### src/rtl/image_pkg.sv
// rtl/image_pkg.sv - shared state encoding and header constant for the image frame packer
package image_pkg;

    typedef enum logic [2:0] {
        ST_IDLE   = 3'd0,
        ST_HEADER = 3'd1,
        ST_DATA   = 3'd2,
        ST_CHECK  = 3'd3,
        ST_DONE   = 3'd4
    } state_t;

    localparam logic [7:0] DEFAULT_HEADER = 8'hA5;

    function automatic int unsigned image_bytes(input int unsigned width, input int unsigned height);
        return (width * height) / 8;
    endfunction

endpackage

### src/rtl/image_frame_packer_if.sv
// rtl/image_frame_packer_if.sv - start/status and byte stream signals of the image frame packer
interface image_frame_packer_if #(
    parameter int N = 32
);
    logic         start;
    logic [N-1:0] image;
    logic         busy;
    logic         done;
    logic [7:0]   tx_data;
    logic         tx_valid;
    logic         tx_ready;

    // master: the packer itself, which drives the byte stream and status
    modport master (
        input  start,
        input  image,
        input  tx_ready,
        output busy,
        output done,
        output tx_data,
        output tx_valid
    );

    modport slave (
        output start,
        output image,
        output tx_ready,
        input  busy,
        input  done,
        input  tx_data,
        input  tx_valid
    );
endinterface

### src/rtl/image_frame_packer.sv
// rtl/image_frame_packer.sv - serialises a captured binary image as header + MSB-first bytes
// (+ trailing XOR byte when IMAGE_FRAME_PACKER_CHECKSUM_EN is defined)
module image_frame_packer
    import image_pkg::*;
#(
    parameter int         IMAGE_WIDTH  = 8,
    parameter int         IMAGE_HEIGHT = 4,
    parameter logic [7:0] HEADER       = DEFAULT_HEADER
) (
    input  logic                 clk,
    input  logic                 rst,
    image_frame_packer_if.master bus
);

    localparam int N      = IMAGE_WIDTH * IMAGE_HEIGHT;
    localparam int NBYTES = int'(image_bytes(IMAGE_WIDTH, IMAGE_HEIGHT));
    localparam int CW     = $clog2(NBYTES) + 1;
    localparam logic [CW-1:0] LAST_IDX = CW'(NBYTES - 1);

    state_t          state_q, state_d;
    logic [N-1:0]    cap_q, cap_d;
    logic [CW-1:0]   cnt_q, cnt_d;
`ifdef IMAGE_FRAME_PACKER_CHECKSUM_EN
    logic [7:0]      chk_q, chk_d;
`endif

    logic            busy_c;
    logic            done_c;
    logic            tx_valid_c;
    logic [7:0]      tx_data_c;

    always_ff @(posedge clk or negedge rst) begin
        if (!rst) begin
            state_q <= ST_IDLE;
            cap_q   <= '0;
            cnt_q   <= '0;
`ifdef IMAGE_FRAME_PACKER_CHECKSUM_EN
            chk_q   <= '0;
`endif
        end else begin
            state_q <= state_d;
            cap_q   <= cap_d;
            cnt_q   <= cnt_d;
`ifdef IMAGE_FRAME_PACKER_CHECKSUM_EN
            chk_q   <= chk_d;
`endif
        end
    end

    // Outputs decode from registered state only, so they hold steady while stalled.
    always_comb begin
        state_d    = state_q;
        cap_d      = cap_q;
        cnt_d      = cnt_q;
`ifdef IMAGE_FRAME_PACKER_CHECKSUM_EN
        chk_d      = chk_q;
`endif
        busy_c     = 1'b0;
        done_c     = 1'b0;
        tx_valid_c = 1'b0;
        tx_data_c  = 8'h00;

        case (state_q)
            ST_IDLE: begin
                if (bus.start) begin
                    cap_d   = bus.image;
                    cnt_d   = '0;
`ifdef IMAGE_FRAME_PACKER_CHECKSUM_EN
                    chk_d   = 8'h00;
`endif
                    state_d = ST_HEADER;
                end
            end
            ST_HEADER: begin
                busy_c     = 1'b1;
                tx_valid_c = 1'b1;
                tx_data_c  = HEADER;
                if (bus.tx_ready) begin
                    state_d = ST_DATA;
                end
            end
            ST_DATA: begin
                busy_c     = 1'b1;
                tx_valid_c = 1'b1;
                tx_data_c  = cap_q[N-1 -: 8];
                if (bus.tx_ready) begin
                    cap_d = cap_q << 8;
                    cnt_d = cnt_q + CW'(1);
`ifdef IMAGE_FRAME_PACKER_CHECKSUM_EN
                    chk_d = chk_q ^ cap_q[N-1 -: 8];
                    if (cnt_q == LAST_IDX) begin
                        state_d = ST_CHECK;
                    end
`else
                    if (cnt_q == LAST_IDX) begin
                        state_d = ST_DONE;
                    end
`endif
                end
            end
`ifdef IMAGE_FRAME_PACKER_CHECKSUM_EN
            ST_CHECK: begin
                busy_c     = 1'b1;
                tx_valid_c = 1'b1;
                tx_data_c  = chk_q;
                if (bus.tx_ready) begin
                    state_d = ST_DONE;
                end
            end
`endif
            ST_DONE: begin
                done_c  = 1'b1;
                state_d = ST_IDLE;
            end
            default: begin
                state_d = ST_IDLE;
            end
        endcase
    end

    assign bus.busy     = busy_c;
    assign bus.done     = done_c;
    assign bus.tx_valid = tx_valid_c;
    assign bus.tx_data  = tx_data_c;

endmodule

### src/flat_wrapper.sv
// flat-port wrapper written by rule: the top's interface ports become plain ports
module image_frame_packer_flat import image_pkg::*;
#(
    parameter int         IMAGE_WIDTH  = 8,
    parameter int         IMAGE_HEIGHT = 4,
    parameter logic [7:0] HEADER       = DEFAULT_HEADER
)
  (clk, rst, bus_start, bus_image, bus_tx_ready, bus_busy, bus_done, bus_tx_data, bus_tx_valid);
  image_frame_packer_if #(.N(32)) bus_i ();
  input  logic clk;
  input  logic rst;
  input wire logic [$bits(bus_i.start)-1:0] bus_start;
  input wire logic [$bits(bus_i.image)-1:0] bus_image;
  input wire logic [$bits(bus_i.tx_ready)-1:0] bus_tx_ready;
  output wire logic [$bits(bus_i.busy)-1:0] bus_busy;
  output wire logic [$bits(bus_i.done)-1:0] bus_done;
  output wire logic [$bits(bus_i.tx_data)-1:0] bus_tx_data;
  output wire logic [$bits(bus_i.tx_valid)-1:0] bus_tx_valid;
  assign bus_i.start = bus_start;
  assign bus_i.image = bus_image;
  assign bus_i.tx_ready = bus_tx_ready;
  assign bus_busy = bus_i.busy;
  assign bus_done = bus_i.done;
  assign bus_tx_data = bus_i.tx_data;
  assign bus_tx_valid = bus_i.tx_valid;
  image_frame_packer #(.IMAGE_WIDTH(IMAGE_WIDTH), .IMAGE_HEIGHT(IMAGE_HEIGHT), .HEADER(HEADER)) u_core (.clk(clk), .rst(rst), .bus(bus_i));
endmodule
### config.mk
export PLATFORM = sky130hd
export DESIGN_NAME = image_frame_packer_flat
export DESIGN_NICKNAME = d
export VERILOG_FILES = /design/src/rtl/image_pkg.sv /design/src/rtl/image_frame_packer_if.sv /design/src/rtl/image_frame_packer.sv /design/src/flat_wrapper.sv
export SDC_FILE = /design/constraint.sdc
export NUM_CORES = 1
export LEC_CHECK = 0
export CAP_MARGIN = 30
export CORE_MARGIN = 2
export CORE_UTILIZATION = 40
export DETAILED_ROUTE_END_ITERATION = 10
export GPL_ROUTABILITY_DRIVEN = 0
export PLACE_DENSITY = 0.66
export SKIP_CTS_REPAIR_TIMING = 1
export SLEW_MARGIN = 30
export SYNTH_ARGS = -nofsm -noshare
export SYNTH_HDL_FRONTEND = slang
export SYNTH_SLANG_ARGS = --single-unit
### constraint.sdc
create_clock -name clk -period 3.01 [get_ports clk]
set_input_delay 0.4515 -clock clk [delete_from_list [all_inputs] [get_ports clk]]
set_output_delay 0.4515 -clock clk [all_outputs]
set_load 0.1 [all_outputs]
# After elaboration in Yosys (flattened, before gate mapping)
# Cells that the tools add are included.
[word_totals] out_inout_bits=11 regBits=38 in_bits=36
[op_classes] n_reduce_logical=5 addsub=1 n_mux=14 eq_ne=8
[op_table] operator="2-to-1 mux 32 bit" count=2
[op_table] operator="one-hot mux 32 bit (2 select lines)" count=1
[op_table] operator="2-to-1 mux 3 bit" count=6
[op_table] operator="one-hot mux 8 bit (2 select lines)" count=1
[op_table] operator="one-hot mux 3 bit (3 select lines)" count=1
[op_table] operator="equality test 3 x 2 -> 1 bit, second input constant" count=2
[op_table] operator="!= test 2 bit, second input constant" count=3
[op_table] operator="one-hot mux 3 bit (2 select lines)" count=1
[op_table] operator="AND reduction 4 bit" count=1
[op_table] operator="adder 3 x 1 -> 3 bit, second input constant" count=1
[op_table] operator="equality test 3 x 1 -> 1 bit, second input constant" count=1
[op_table] operator="equality test 3 bit, second input constant" count=1
[op_table] operator="logical NOT 3 bit" count=1
[op_table] operator="AND reduction 3 bit" count=1
[op_table] operator="2-to-1 mux 1 bit" count=2
[op_table] operator="!= test 2 x 1 -> 1 bit, second input constant" count=1
[op_table] operator="nonzero test 2 bit" count=1
[op_table] operator="OR reduction 2 bit" count=1

# Depth between registers and ports, before layout
[logic_depth] ltp_word=4 depth_mapped=6

# Worst setup path after synthesis
# No wires, ideal clock.
[synth_timing] path_type="flip-flop to output port" startpoint="reg u_core.state_q[1]" endpoint="out bus_tx_valid" t_arrival_ps=3078 setup_slack_ps=-519 path_stages_with_launch=7 path_buffers=3 cell_sequence="dfrtp_1 buf_2 buf_2 and2b_1 inv_1 a21oi_1 buf_4"
[synth_between] elab_chain_len=3 word_cells_on_any_way=4 classes_between="eq/ne (2); mux (1); reduce/logical (1)"
[synth_rtl] element="from (decl)" line="image_frame_packer.sv:20" source="state_t state_q, state_d;"
[synth_rtl] element="from (signal assigned)" line="image_frame_packer.sv:41" source="state_q <= state_d;"
[synth_rtl] element="equality test 3 x 1 -> 1 bit or equality test 3 x 2 -> 1 bit (tied branches)"
[synth_rtl] element="OR reduction 2 bit (no source line) (*)"
[synth_rtl] element="2-to-1 mux 1 bit (*)"
[synth_rtl] element="to (decl)" line="flat_wrapper.sv:18" source="output wire logic [$bits(bus_i.tx_valid)-1:0] bus_tx_valid;"
# Every way passes the cells marked *; elsewhere a longest branch is shown, timed or not.

# Final worst setup path
[layout_timing] startpoint="reg u_core.state_q[1]" endpoint="out bus_tx_valid"
[layout_between] elab_chain_len=3 word_cells_on_any_way=4 classes_between="eq/ne (2); mux (1); reduce/logical (1)"
[layout_rtl] element="equality test 3 x 1 -> 1 bit or equality test 3 x 2 -> 1 bit (tied branches)" line="image_frame_packer.sv:63" source="case (state_q)"
[layout_rtl] element="OR reduction 2 bit (no source line) (*)"
[layout_rtl] element="2-to-1 mux 1 bit (*)" line="image_frame_packer.sv:63"
# Marked as above.

==> results.md <==
- Clock period minus worst slack: 2540 ps
- Crit-path max FO: 21
- Row cnt: 25
- Crit Path Category: reg -> out
- ANT cells: 0
- Final setup viols: 0
- Core Region: 4750 sq um
- DRC errors left: 0
- Crit start category: register
- Final TNS setup: 0 ps
- Worst skew pair latency: 280 ps
- Worst Path Arrival: 2090 ps
- CTS Sinks: 38
- Leak: 1.25 nW
- Pre-CTS setup slack: 440 ps
- Relative slew margins: 0.436
- Setup WS post-layout: 473 ps
- Vias: 1273
- # fillers: 418
- Post-synthesis cell area: 1990 sq um
- Die Ht: 74.5 microns
- Global-route wire length before repair: 6180 microns
- DPL Wire Length: 2670 microns
- Grt ovf: 0
- Worst IR Drop VDD: 0.660 mV
- Cell Chain, Critical Path: buf_4 > and2b_1 > inv_1 > a21oi_2 > buf_12
- Clk slew on worst S/H paths: 70 ps
- Root Buffer: clkbuf_8
- Synthesized area per cell: 12.8 sq um
- DRT Wirelength: 3670 microns
- Synthesized Nets: 194
- Via density: 4.73
- CP required: 2560 ps
- Post-synthesis cell count: 156
- P per Cell Area: 1110 nW/um^2
- Tcrit/Tclk final: 0.843
- Largest stage delay, worst path: 640 ps
- DR iter-0 viols: 71
- CTS Buffer Depth: 2
- Seq cells post-synth: 38
- Starting Density: 0.418
- CTS H-tree depth: 2
- Number of port buffers: 46
- RSZ-0062 raised after global routing: false
- Sequential cell area: 951 sq um
- Final instance area: 2690 sq um
- CP endpoint kind: output port
- Fin. max-slew vios: 0
- Clock skew: 3.72 ps
- Die X-Extent: 74.5 microns
- Netlist cell types: 26
- Part of the Yosys area used for sequential elements: 0.478
- Layout cells sized above 1: 0.332
- Top Ports: 47
- Fin. Hold Viols: 0
- TritonCTS Buffers: 5
- Most common cell after layout, fill and taps aside: dfrtp_1
- Most frequent cells in the layout: 38 x dfrtp_1, 34 x clkdlybuf4s50_1, 24 x mux2_2
- Detailed Routing Iterations Pass 1: 4
- Antenna violations before repair: 0
- Die ar.: 5550 sq um
- Min-delay worst type: in -> async
- Slowest cell on crit path: dfrtp_1
- WL/cell: 13.7 microns
- Status: completed
- Routed Antenna Nets: 0
- Placement Cell Area: 2590 sq um
- Final net count: 239
- Synthesis Warnings: 0
- Max Cap Viol: 0
- Vias in the first global route: 1290
- Largest net degree at the start of global routing: 39
- Slew of the pin with the lowest slew margin: 845 ps
- Area Growth Syn to Fin: 35.0%
- Area of the multi-input gates: 950 sq um
- Total track usage: 0.146
- CTS tree: yes
- Achievable Freq: 394 MHz
[cell type report]
class                      count  share of cell area
multi-input combinational     97               0.354
inverter                      11              0.0154
sequential                    38               0.354
clock inverter                 1             0.00186
tap                           67              0.0312
timing repair buffer          48               0.212
clock buffer                   7              0.0322
[cells by family after synthesis]
family | count (synthesis) | synth area share
muxes | 58 | 0.358
AOI/OAI and AO/OA | 9 | 0.0302
adders and majority gates | 2 | 0.0126
and+or+nand+nor | 28 | 0.0698
buffers and inverters | 21 | 0.0516
DFF | 38 | 0.478
[synthesized netlist by cell type]
master	n	area [sq um]
or3_1	1	6.26
mux2_2	24	270
nor3b_1	2	15.0
and2b_1	1	7.51
buf_4	1	7.51
mux2_1	5	56.3
a32o_1	1	10.0
o2bb2ai_1	1	8.76
mux2i_1	10	100
buf_6	2	22.5
or3b_1	1	8.76
buf_2	4	20.0
dfrtp_1	38	951
ha_1	2	25.0
mux2_4	19	285
clkbuf_1	2	7.51
and2_1	4	25.0
inv_1	11	41.3
a21o_1	1	7.51
nand2b_1	1	6.26
buf_1	1	3.75
nor3_1	2	10.0
nor2_1	2	7.51
nand2_1	14	52.6
a21oi_1	5	25.0
a2bb2oi_1	1	8.76
[registers in the layout, indices dropped and copies added, names as in the netlist]
signal,count
u_core.cnt_q,3
u_core.cap_q,32
u_core.state_q,3
[worst paths after layout]
kind                                      to  cells after the start  slack [ps]         startpoint
min                        u_core.state_q[1]                      1         280                rst
max reg2reg                  u_core.cnt_q[0]                      4        1070  u_core.state_q[1]
min reg2reg                  u_core.cap_q[9]                      1         490    u_core.cap_q[9]
min in group clk             u_core.cap_q[9]                      1         490    u_core.cap_q[9]
max                             bus_tx_valid                      5         470  u_core.state_q[1]
max in group asynchronous    u_core.cap_q[8]                      1        2200                rst
[worst max-delay path, delay by kind of cell (launching register included)]
family	cells	cell delay, ps
AO/OA/AOI/OAI	1	260
flip-flops	1	640
buffers and inverters	3	640
AND/OR/NAND/NOR	1	260
[metrics by stage]
| step | util | hold WS [ps] | std cells | power (mW) |
|---|---|---|---|---|
| after global routing | 0.565 | 337 | 269 | 3.15 |
| final | 0.565 | 277 | 269 | 2.98 |
| after global placement | 0.545 | 470 | 261 | 2.62 |
| after CTS | 0.564 | 293 | 269 | 3.01 |
| after floorplan | - | 156 | 156 | 2.17 |
| after detailed placement | 0.545 | 479 | 261 | 2.66 |
[report_power, final]
group | total [mW] | switching, mW | internal, mW | leakage [nW]
clock network | 0.351 | 0.166 | 0.185 | 0.0482
registers | 0.918 | 0.161 | 0.757 | 0.459
logic | 1.72 | 0.887 | 0.828 | 0.742
[layer usage]
layer | GRT usage | vias up | routed length (microns)
met5 | 0 | - | 0
li1 | - | 622 | -
met2 | 0.228 | 34 | 1760
met3 | 0.0339 | 5 | 182
met1 | 0.201 | 612 | 1690
met4 | 0.0456 | 0 | 36
Note: power is estimated with default switching activity, not from simulation.
==> patch (same flow settings) <==
Make the reset (`rst`) synchronous in one clocked block.
--- a/src/rtl/image_frame_packer.sv
+++ b/src/rtl/image_frame_packer.sv
@@ -30,5 +30,5 @@
     logic [7:0]      tx_data_c;
 
-    always_ff @(posedge clk or negedge rst) begin
+    always_ff @(posedge clk) begin
         if (!rst) begin
             state_q <= ST_IDLE;
Check against the original RTL: differs if rst is asserted again (counterexample within 4 cycles, from zero or initial values and one cycle with rst low); with rst held inactive, the same outputs for 10 cycles.
==> patch against the original RTL <==
Sequential cell count unchanged; synthesized cell count increased by 33%; core utilization fell by 0.61 points; synthesized area is 1.0% lower; design area fell by 1.7%; sequential share of layout area is 6.6 points lower; count of clock-buffer cells in the layout unchanged; via count increased by 31%; setup slack improved by 0.38 ns; global-route usage grew 3.6 points; routed wire length is 25% higher; critical endpoint is now bus_busy.
Power is not compared: it rests on default switching activity, and its combinational part moved more than twofold at a synthesized area within 25%.
==> patch: results (changes against the original RTL) <==
outcome completed; Synth Flop Type dfxtp_1; insertion delay to the later sink of the worst-skew pair 0.29 ns; crit path DAT 1.70 ns (-0.39 ns); Hold Crit Class register to register; first-pass GRT wire length 7580 um (+23%); root buffer cell clkbuf_8; Peak VDD IR 0.242 mV; DR vias 1664 (+31%); Ant. Diodes 0 (unchanged); Worst-path clk slew 0.07 ns (about the same); hold path cells 1; layout cells sized above 1 11.9% (-21 points); drt pass-1 iters 4 (unchanged); largest net degree at the start of global routing 40 (+2.6%); Seq/Total Area, Yosys 38.6% (-9.2 points); Yosys cell types 30 (+15%); DR WL/cell 14.8 um (+8.4%); Post-synth top cells dfxtp_1, nor3b_1, and3b_1, o211a_1, o21ai_0; Starting DRT DRC Count 58 (-18%); synth top area cells dfxtp_1, o211a_1, and3b_1, nor3b_1, o21ai_0; CTS H-tree depth 2 (unchanged); Nets 281 (+18%); GRT Util Overall 18.1% (+3.6 points); Final Skew 0.00758 ns (+0.00386 ns); leak pwr 0.00126 uW; Critical Path Fanout Max 9 (-57%); yosys warns 0 (unchanged); number of port buffers 46 (unchanged); Largest regs u_core.cap_q: 32 flops, u_core.cnt_q: 3 flops, u_core.state_q: 3 flops; Net Count, Synth 246 (+27%); antenna violations before repair 0 (unchanged); relative slew slack 70.6% (+27 points); dpl hpwl 3090 um (+16%); CTS Buffer Depth 2 (unchanged); vias in the first global route 1559 (+21%); worst reg2reg path depth 5 (+1); CTS Buf Count 5 (unchanged); fraction of registers with async set/reset 0% (-100 points)
[patch: logic make-up (layout without fill, tap and decap cells)]
family | count (synthesis) | in the layout | synth area share [%]
buffers and inverters | 27 | 63 | 6.73
adders and majority gates | 2 | 2 | 1.27
muxes | 2 | 2 | 1.21
AOI/OAI and AO/OA | 66 | 66 | 25.1
and+or+nand+nor | 73 | 73 | 27.1
DFF | 38 | 38 | 38.6
[patch: worst paths after layout]
kind	start	to	slack, ns
setup / recovery	u_core.state_q[0]$_SDFFE_PN0P_	bus_busy	0.85
hold / removal	u_core.cnt_q[2]$_SDFFE_PN0P_	u_core.cnt_q[2]$_SDFFE_PN0P_	0.47
setup reg to reg	u_core.state_q[1]$_SDFFE_PN0P_	u_core.cnt_q[1]$_SDFFE_PN0P_	1.30
hold reg to reg	u_core.cnt_q[2]$_SDFFE_PN0P_	u_core.cnt_q[2]$_SDFFE_PN0P_	0.47
[patch: per-layer routing]
layer	share of wire, %	GRT usage, %
met1	51	25.5
met3	5.3	4.61
met4	1.2	5.45
met5	0	0
met2	43	27.4
[patch: final cells by class]
cell class              count  area [um2]
inverters                   2        7.51
well taps                  67        83.8
clock inverters             1        5.00
repair buffers             53         611
flip-flops and latches     38         761
clock buffers               7        86.3
multi-input cells         143        1080
fillers                   415        2080
[patch: through the flow]
stage	setup WS, ns	cell area (um2)	utilization [%]	instances	hold WS (ns)
after floorplan	0.111	1980	-	208	0.428
after global placement	0.939	2550	53.9	303	0.439
after detailed placement	0.867	2550	53.9	303	0.449
after CTS	0.794	2640	55.9	311	0.472
after global routing	0.638	2640	55.9	311	0.483
final	0.854	2640	55.9	311	0.473
[patch: power breakdown]
group / total, uW / internal (uW) / leakage, uW / switching (uW)
logic: 340 / 155 / 0.000895 / 185
registers: 572 / 548 / 0.000313 / 24.2
clock network: 361 / 185 / 0.0000482 / 177
[patch: critical path, cell delays in order (launching register included)]
cell	delay, ns
dfxtp_1	0.42
nor2b_1	0.41
inv_1	0.10
a21oi_2	0.27
buf_12	0.21
